--- config.mk ---
export PLATFORM = sky130hd
export DESIGN_NAME = inst_fetch_queue
export DESIGN_NICKNAME = d
export VERILOG_FILES = /design/src/rtl/inst_fetch_queue.sv
export SDC_FILE = /design/constraint.sdc
export NUM_CORES = 1
export LEC_CHECK = 0
export BUFFER_PORTS_ARGS = -buffer_cell sky130_fd_sc_hd__buf_2
export CAP_MARGIN = 10
export CORE_MARGIN = 2
export CORE_UTILIZATION = 57
export CTS_CLUSTER_SIZE = 40
export DETAILED_ROUTE_END_ITERATION = 7
export GPL_ROUTABILITY_DRIVEN = 1
export PLACE_DENSITY = 0.91
export SLEW_MARGIN = 5
export SYNTH_ARGS = -nofsm -noshare
export SYNTH_HDL_FRONTEND = slang
export SYNTH_SLANG_ARGS = --single-unit
--- constraint.sdc ---
create_clock -name clk -period 4.95 [get_ports clk]
set_input_delay 0.99 -clock clk [delete_from_list [all_inputs] [get_ports clk]]
set_output_delay 0.99 -clock clk [all_outputs]
set_load 0.02 [all_outputs]
--- src/rtl/inst_fetch_queue.sv ---
// Instruction-fetch front end: PC generator feeding a DEPTH-entry prefetch queue with a valid/ready output to ID.
// Optional FETCH_BYPASS_EN: when the queue is empty, the word being fetched is presented on out_* in the same cycle.
module inst_fetch_queue #(
    parameter int                    ADDR_WIDTH = 32,
    parameter int                    DATA_WIDTH = 32,
    parameter int                    DEPTH      = 4,
    parameter logic [ADDR_WIDTH-1:0] RESET_PC   = '0,
    parameter int                    PC_STEP    = 4
) (
    input  logic                         clk,
    input  logic                         rst,
    input  logic                         fetch_en,
    input  logic                         redirect_en,
    input  logic [ADDR_WIDTH-1:0]        redirect_addr,
    output logic                         inst_ren,
    output logic [ADDR_WIDTH-1:0]        inst_addr,
    input  logic [DATA_WIDTH-1:0]        inst_data,
    output logic                         out_valid,
    input  logic                         out_ready,
    output logic [ADDR_WIDTH-1:0]        out_addr,
    output logic [ADDR_WIDTH-1:0]        out_addr_next,
    output logic [DATA_WIDTH-1:0]        out_data,
    output logic [$clog2(DEPTH+1)-1:0]   count
);

    localparam int                    PTR_W    = $clog2(DEPTH);
    localparam int                    CNT_W    = $clog2(DEPTH+1);
    localparam logic [CNT_W-1:0]      FULL_CNT = CNT_W'(DEPTH);
    localparam logic [ADDR_WIDTH-1:0] STEP     = ADDR_WIDTH'(PC_STEP);

    // Handshake: an entry moves to ID in any cycle where out_valid and out_ready are both high.
    logic [ADDR_WIDTH-1:0] pc;
    logic [ADDR_WIDTH-1:0] mem_addr [DEPTH];
    logic [DATA_WIDTH-1:0] mem_data [DEPTH];
    logic [PTR_W-1:0]      rd_ptr;
    logic [PTR_W-1:0]      wr_ptr;
    logic [CNT_W-1:0]      cnt;
    logic                  q_valid;
    logic                  q_pop;
    logic                  push;
    logic                  bypass;

    always_comb begin
        q_valid   = (cnt != '0);
        q_pop     = q_valid & out_ready;
        // A full queue that is popping this cycle still has room for the incoming word.
        inst_ren  = ~rst & fetch_en & ~redirect_en & ((cnt != FULL_CNT) | q_pop);
        inst_addr = pc;
`ifdef FETCH_BYPASS_EN
        bypass    = ~q_valid & inst_ren;
`else
        bypass    = 1'b0;
`endif
        push      = inst_ren & ~(bypass & out_ready);
        out_valid = q_valid | bypass;
        out_addr  = '0;
        out_data  = '0;
        if (q_valid) begin
            out_addr = mem_addr[rd_ptr];
            out_data = mem_data[rd_ptr];
        end else if (bypass) begin
            out_addr = pc;
            out_data = inst_data;
        end
        out_addr_next = out_valid ? out_addr + STEP : '0;
        count         = cnt;
    end

    always_ff @(posedge clk or posedge rst) begin
        if (rst) begin
            pc     <= RESET_PC;
            rd_ptr <= '0;
            wr_ptr <= '0;
            cnt    <= '0;
        end else if (redirect_en) begin
            // A same-cycle pop was already taken by ID; everything else is dropped.
            pc     <= redirect_addr;
            rd_ptr <= '0;
            wr_ptr <= '0;
            cnt    <= '0;
        end else begin
            if (inst_ren) pc <= pc + STEP;
            if (push) wr_ptr <= wr_ptr + PTR_W'(1);
            if (q_pop) rd_ptr <= rd_ptr + PTR_W'(1);
            if (push & ~q_pop) cnt <= cnt + CNT_W'(1);
            else if (~push & q_pop) cnt <= cnt - CNT_W'(1);
        end
    end

    // Storage needs no reset: out_* is gated by cnt.
    always_ff @(posedge clk) begin
        if (push) begin
            mem_addr[wr_ptr] <= pc;
            mem_data[wr_ptr] <= inst_data;
        end
    end

endmodule

==> Word-level counts from Yosys, hierarchy flattened <==
Memory sizes are Yosys's and may differ from the RTL's.
Index checks and enable logic that the tools add are counted.
{ "word_totals": {"wordCells": 42, "regBits": 39, "ramBits": 256, "output_inout_bits": 133, "n_memories": 2} }
{ "classes": {"add_sub_neg": 6, "reduce_logical": 4, "bitwise_logic": 11, "n_eq_ne": 1, "n_mux": 14} }
{ "memory_table": {"columns": ["name", "depth", "word_bits", "rd", "rd_ports_with_merged_regs", "write_ports", "line_no", "rtl"], "rows": [
  ["mem_addr", 4, 32, 1, 0, 1, "33", "logic [ADDR_WIDTH-1:0] mem_addr [DEPTH];"],
  ["mem_data", 4, 32, 1, 0, 1, "34", "logic [DATA_WIDTH-1:0] mem_data [DEPTH];"]
]} }
{ "op_table": {"columns": ["cell", "count"], "rows": [
  ["32-bit two-way mux", 5],
  ["32-bit by 3-bit adder with 32-bit output, second input constant", 2],
  ["3-bit two-way mux", 3],
  ["2-bit two-way mux", 4],
  ["1-bit AND", 6],
  ["3-bit nonzero test", 2],
  ["2-bit by 1-bit adder with 2-bit output, second input constant", 2],
  ["1-bit inverter", 4],
  ["2-bit nonzero test", 2],
  ["3-bit by 1-bit adder with 3-bit output, second input constant", 1],
  ["3-bit inequality test, second input constant", 1],
  ["3-bit by 1-bit subtractor with 3-bit output, second input constant", 1],
  ["1-bit two-way mux", 2],
  ["1-bit OR", 1]
]} }

==> Longest topological paths before layout <==
{ "depth": {"ltp_word": 9, "mapped_depth": 12, "mapped_depth_nobuf": 9} }

==> Worst setup path after synthesis <==
Ideal clock, no wire load.
{ "synth_path": {"path_kind": "register to output", "start": "register cnt[1], in the netlist count[1]", "end": "output port out_addr_next[24]", "required_ps": 3960, "setup_slack_ps": 747, "arrival_time_ps": 3213, "stages_incl_launch_ff": 13, "path_cell_list": "dfrtp_1 nor3_2 inv_1 clkbuf_1 clkbuf_1 and2_1 ha_1 and3_1 clkbuf_1 and3_1 nand4b_1 nor4_1 mux2_2"} }
{ "synth_between": {"elab_chain_len": 4} }
{ "synth_rtl": {"columns": ["item", "line_no", "rtl"], "rows": [
  ["start: declaration", "37", "logic [CNT_W-1:0] cnt;"],
  ["start signal: assignment", "85", "if (push & ~q_pop) cnt <= cnt + CNT_W'(1);"],
  ["start signal: assignment", "86", "else if (~push & q_pop) cnt <= cnt - CNT_W'(1);"],
  ["3-bit nonzero test", "44", "q_valid = (cnt != '0);"],
  ["net out_valid", "18", "output logic out_valid,"],
  ["32-bit two-way mux", "58", "if (q_valid) begin"],
  ["net out_addr[2]", "20", "output logic [ADDR_WIDTH-1:0] out_addr,"],
  ["32-bit by 3-bit adder with 32-bit output", "65", "out_addr_next = out_valid ? out_addr + STEP : '0;"],
  ["32-bit two-way mux", "65", null],
  ["end: declaration", "21", "output logic [ADDR_WIDTH-1:0] out_addr_next,"]
]} }
The timed path passes the listed nets, and every way through them passes these cells.

==> Final worst setup path <==
{ "layout_path": {"start": "register rd_ptr[0]", "end": "output port out_addr_next[26]"} }
{ "layout_between": {"elab_chain_len": 4} }
{ "layout_rtl": {"columns": ["item", "line_no", "rtl"], "rows": [
  ["start: declaration", "35", "logic [PTR_W-1:0] rd_ptr;"],
  ["start signal: assignment", "84", "if (q_pop) rd_ptr <= rd_ptr + PTR_W'(1);"],
  ["memory read 4 x 32 bit", null, null],
  ["32-bit two-way mux", "58", null],
  ["32-bit by 3-bit adder with 32-bit output", "65", null],
  ["32-bit two-way mux", "65", null]
]} }
No other way between the ends.

==> results.txt <==
Dominant cells by area after synthesis - edfxtp_1 (60%), mux4_2 (10%), dfrtp_1 (7.7%)
CP max-delay cell - dfrtp_4
Tmin final - 4.651 ns
Lkg Pwr - 0.005452 uW
FF+latch count, synth - 295
Critical Path Source Type - register
Synthesized Nets - 866
Crit path cell chain - mux4_1 -> and2_1 -> ha_1 -> and3_1 -> and3_1 -> nand4b_1 -> nor4_1 -> mux2_2 -> buf_2
Slew @ Worst Pin - 1.010 ns
Hold WC Path Type - register to register
Sink Count - 295
Antenna diodes - 0
Period utilization - 93.96%
H-tree levels - 1
Starting Density - 58.09%
Largest net degree at the start of global routing - 65
RSZ-0062 raised after global routing - no
Net count, final - 1,070
Yosys top cell area share - 60.45%
Post-synth ARST share - 13.22%
Synth Flop Type - edfxtp_1
Vias per std cell - 6.081
Power Density - 543.9 nW/um2
Die height - 153.4 um
Status - finished, final reports clean
Max-cap violation count - 0
Insertion delay to the later sink of the worst-skew pair - 0.55 ns
CTS tree - done
WL/cell - 22.65 um
# IOs - 202
Detailed Place HPWL - 18.02 mm
Layout cell share with drive strength beyond 1 - 33.79%
Area of the die - 23,520 um2
Die Wd - 153.4 um
TNS Setup - 0 ns
DP Worst Slack - 0.6203 ns
Final Hold Viols - 0
CTS clk-pin slew, worst paths - 0.06 ns
Mapped Area - 12,720 um2
Worst-path fanout max - 22
CTS Buf Count - 30
CP bufs+invs - 1
Layout area overhead - 18.14%
Setup Viol. Count Final - 0
Slew HR - 32.70%
Smallest setup slack after layout - 0.2990 ns
First-pass GRT wire length - 44.66 mm
Port Buffers - 201
WS Path Type - register to output pin
Syn_area_per_cell - 16.10 um2
Netlist cell types - 51
Total power draw - 8172 uW
Post-Route WL - 29.40 mm
Max incr delay on CP - 0.67 ns
Worst Skew - 0.01950 ns
Routed Antenna Nets - 0
Mapped Cells - 790
VDD IR max - 0.0004030 V
Crit path max-delay family - simple AND/OR/NAND/NOR gates
Worst Path Required - 3.96 ns
WP data arrival - 3.66 ns
CP Capture Type - output pin
Rows - 54
Seq/Total Area, Yosys - 68.12%
First DRT Iteration DRCs - 870
Clock buffer depth - 3
Slew Limit Fails - 0
Last weighted congestion value of the routability-driven placer - 0.8713
Fmax - 215.0 MHz
Overflow after GRT - 0
Total GRT Usage - 24.47%
Initial antenna violation count - 0
Synth Warn # - 0
DRC - 0
Post-synth top area cell - edfxtp_1
Post-synth EDFFs - 256
Vias - 7,893
Core area - 21,890 um2
Clk root buf - clkbuf_16
Drt first pass iters - 5
Number of global-route vias before repair - 7,772
Most frequent CP cell - and3_1
[final cells by class]
class	instances	area, um2
flip-flops and latches	295	8671
multi-input cells	435	3804
well taps	280	350.3
repair buffers	213	1121
clock buffers	48	960.9
inverters	19	71.32
fillers	1443	6867
clock inverters	8	46.29
[worst reg2reg max path, cell delays in order (launching register included)]
cell,delay [ns]
dfrtp_1,0.47
nor3_4,0.24
inv_2,0.17
a2111oi_1,0.91
fa_1,0.33
xnor2_1,0.10
or3_1,0.36
a21oi_1,0.14
[sequential cells by signal (all words and copies together) (netlist names)]
register and flops:
count 3, mem_data 128, rd_ptr 2, wr_ptr 2
mem_addr 128, inst_addr 32
[per-layer routing]
metal | global-route usage, % | routed length (um) | up-vias
met5 | 0 | 0 | -
met4 | 7.951 | 821 | 0
met3 | 3.686 | 2318 | 63
met2 | 40.60 | 14780 | 435
met1 | 33.94 | 11480 | 3967
li1 | - | - | 3428
[final timing paths]
path                                   start                end  slack, ns  cells past startpoint
max in group asynchronous                rst          rd_ptr[1]       3.93                      3
worst max register to register      count[1]           count[2]       2.15                      7
worst max-delay path               rd_ptr[0]  out_addr_next[26]       0.30                      9
worst min register to register  inst_addr[1]     mem_addr[1][1]       0.54                      0
worst min-delay path            inst_addr[1]     mem_addr[1][1]       0.54                      0
min in group asynchronous                rst       inst_addr[2]       0.58                      3
[cells by family after synthesis]
logic type | after synthesis | synth area share [%]
fa+ha+maj | 7 | 0.7477
buf+inv | 60 | 2.135
xor+xnor | 49 | 3.375
simple gates | 248 | 10.73
mux | 74 | 12.40
flops | 295 | 68.12
compound gates | 57 | 2.489
[stage by stage]
step | hold WS (ns) | utilization [%] | cell area (um2) | cells
2_1_floorplan | 0.5383 | - | 12720 | 790
3_3_place_gp | 0.5256 | 63.83 | 13970 | 1240
3_5_place_dp | 0.5328 | 63.83 | 13970 | 1240
4_1_cts | 0.5491 | 68.43 | 14980 | 1296
5_1_grt | 0.5927 | 68.63 | 15020 | 1298
6_report | 0.5356 | 68.63 | 15020 | 1298
[power by group]
part / leakage [uW] / switching, uW / total, uW / internal, uW
Clock: 0.000501 / 919 / 2240 / 1320
Combinational: 0.00215 / 1870 / 2960 / 1080
Sequential: 0.00280 / 164 / 2970 / 2810
[cells in the mapped netlist (6+ instances only)]
library cell,count
dfrtp_1,39
ha_1,6
nand2_1,57
nand3_1,15
mux2_2,7
xor2_1,23
mux4_1,7
edfxtp_1,256
nor2_1,44
nand4_1,11
o21ai_0,37
nor4_1,6
xnor2_1,26
a21oi_1,11
or3_1,7
mux4_2,57
nor3_1,11
and2_1,65
inv_1,19
clkbuf_1,25
buf_2,6
[cells in the final DEF, fill, tap and decap left out, types with 7 or more instances in the layout]
| cell type | instances |
|---|---|
| xnor2_1 | 26 |
| a21oi_1 | 11 |
| nand4_1 | 11 |
| clkbuf_16 | 32 |
| o21ai_0 | 37 |
| nor2_1 | 44 |
| dfrtp_1 | 37 |
| and2_1 | 61 |
| inv_1 | 17 |
| xor2_1 | 23 |
| buf_2 | 201 |
| nand2_1 | 57 |
| mux4_2 | 57 |
| nand3_1 | 14 |
| nor3_1 | 11 |
| edfxtp_1 | 256 |
| clkbuf_8 | 10 |
| mux2_2 | 7 |
| buf_4 | 10 |
| or3_1 | 7 |
| mux4_1 | 7 |
[timing repair]
item | CTS | global route
endpoints found under the setup margin | 0 | 12
endpoints found under the hold margin | 0 | 0
resized for setup | 0 | 1
buffers inserted | 0 | 2
hold buffers | 0 | 0
(Power assumes the default switching activity.)
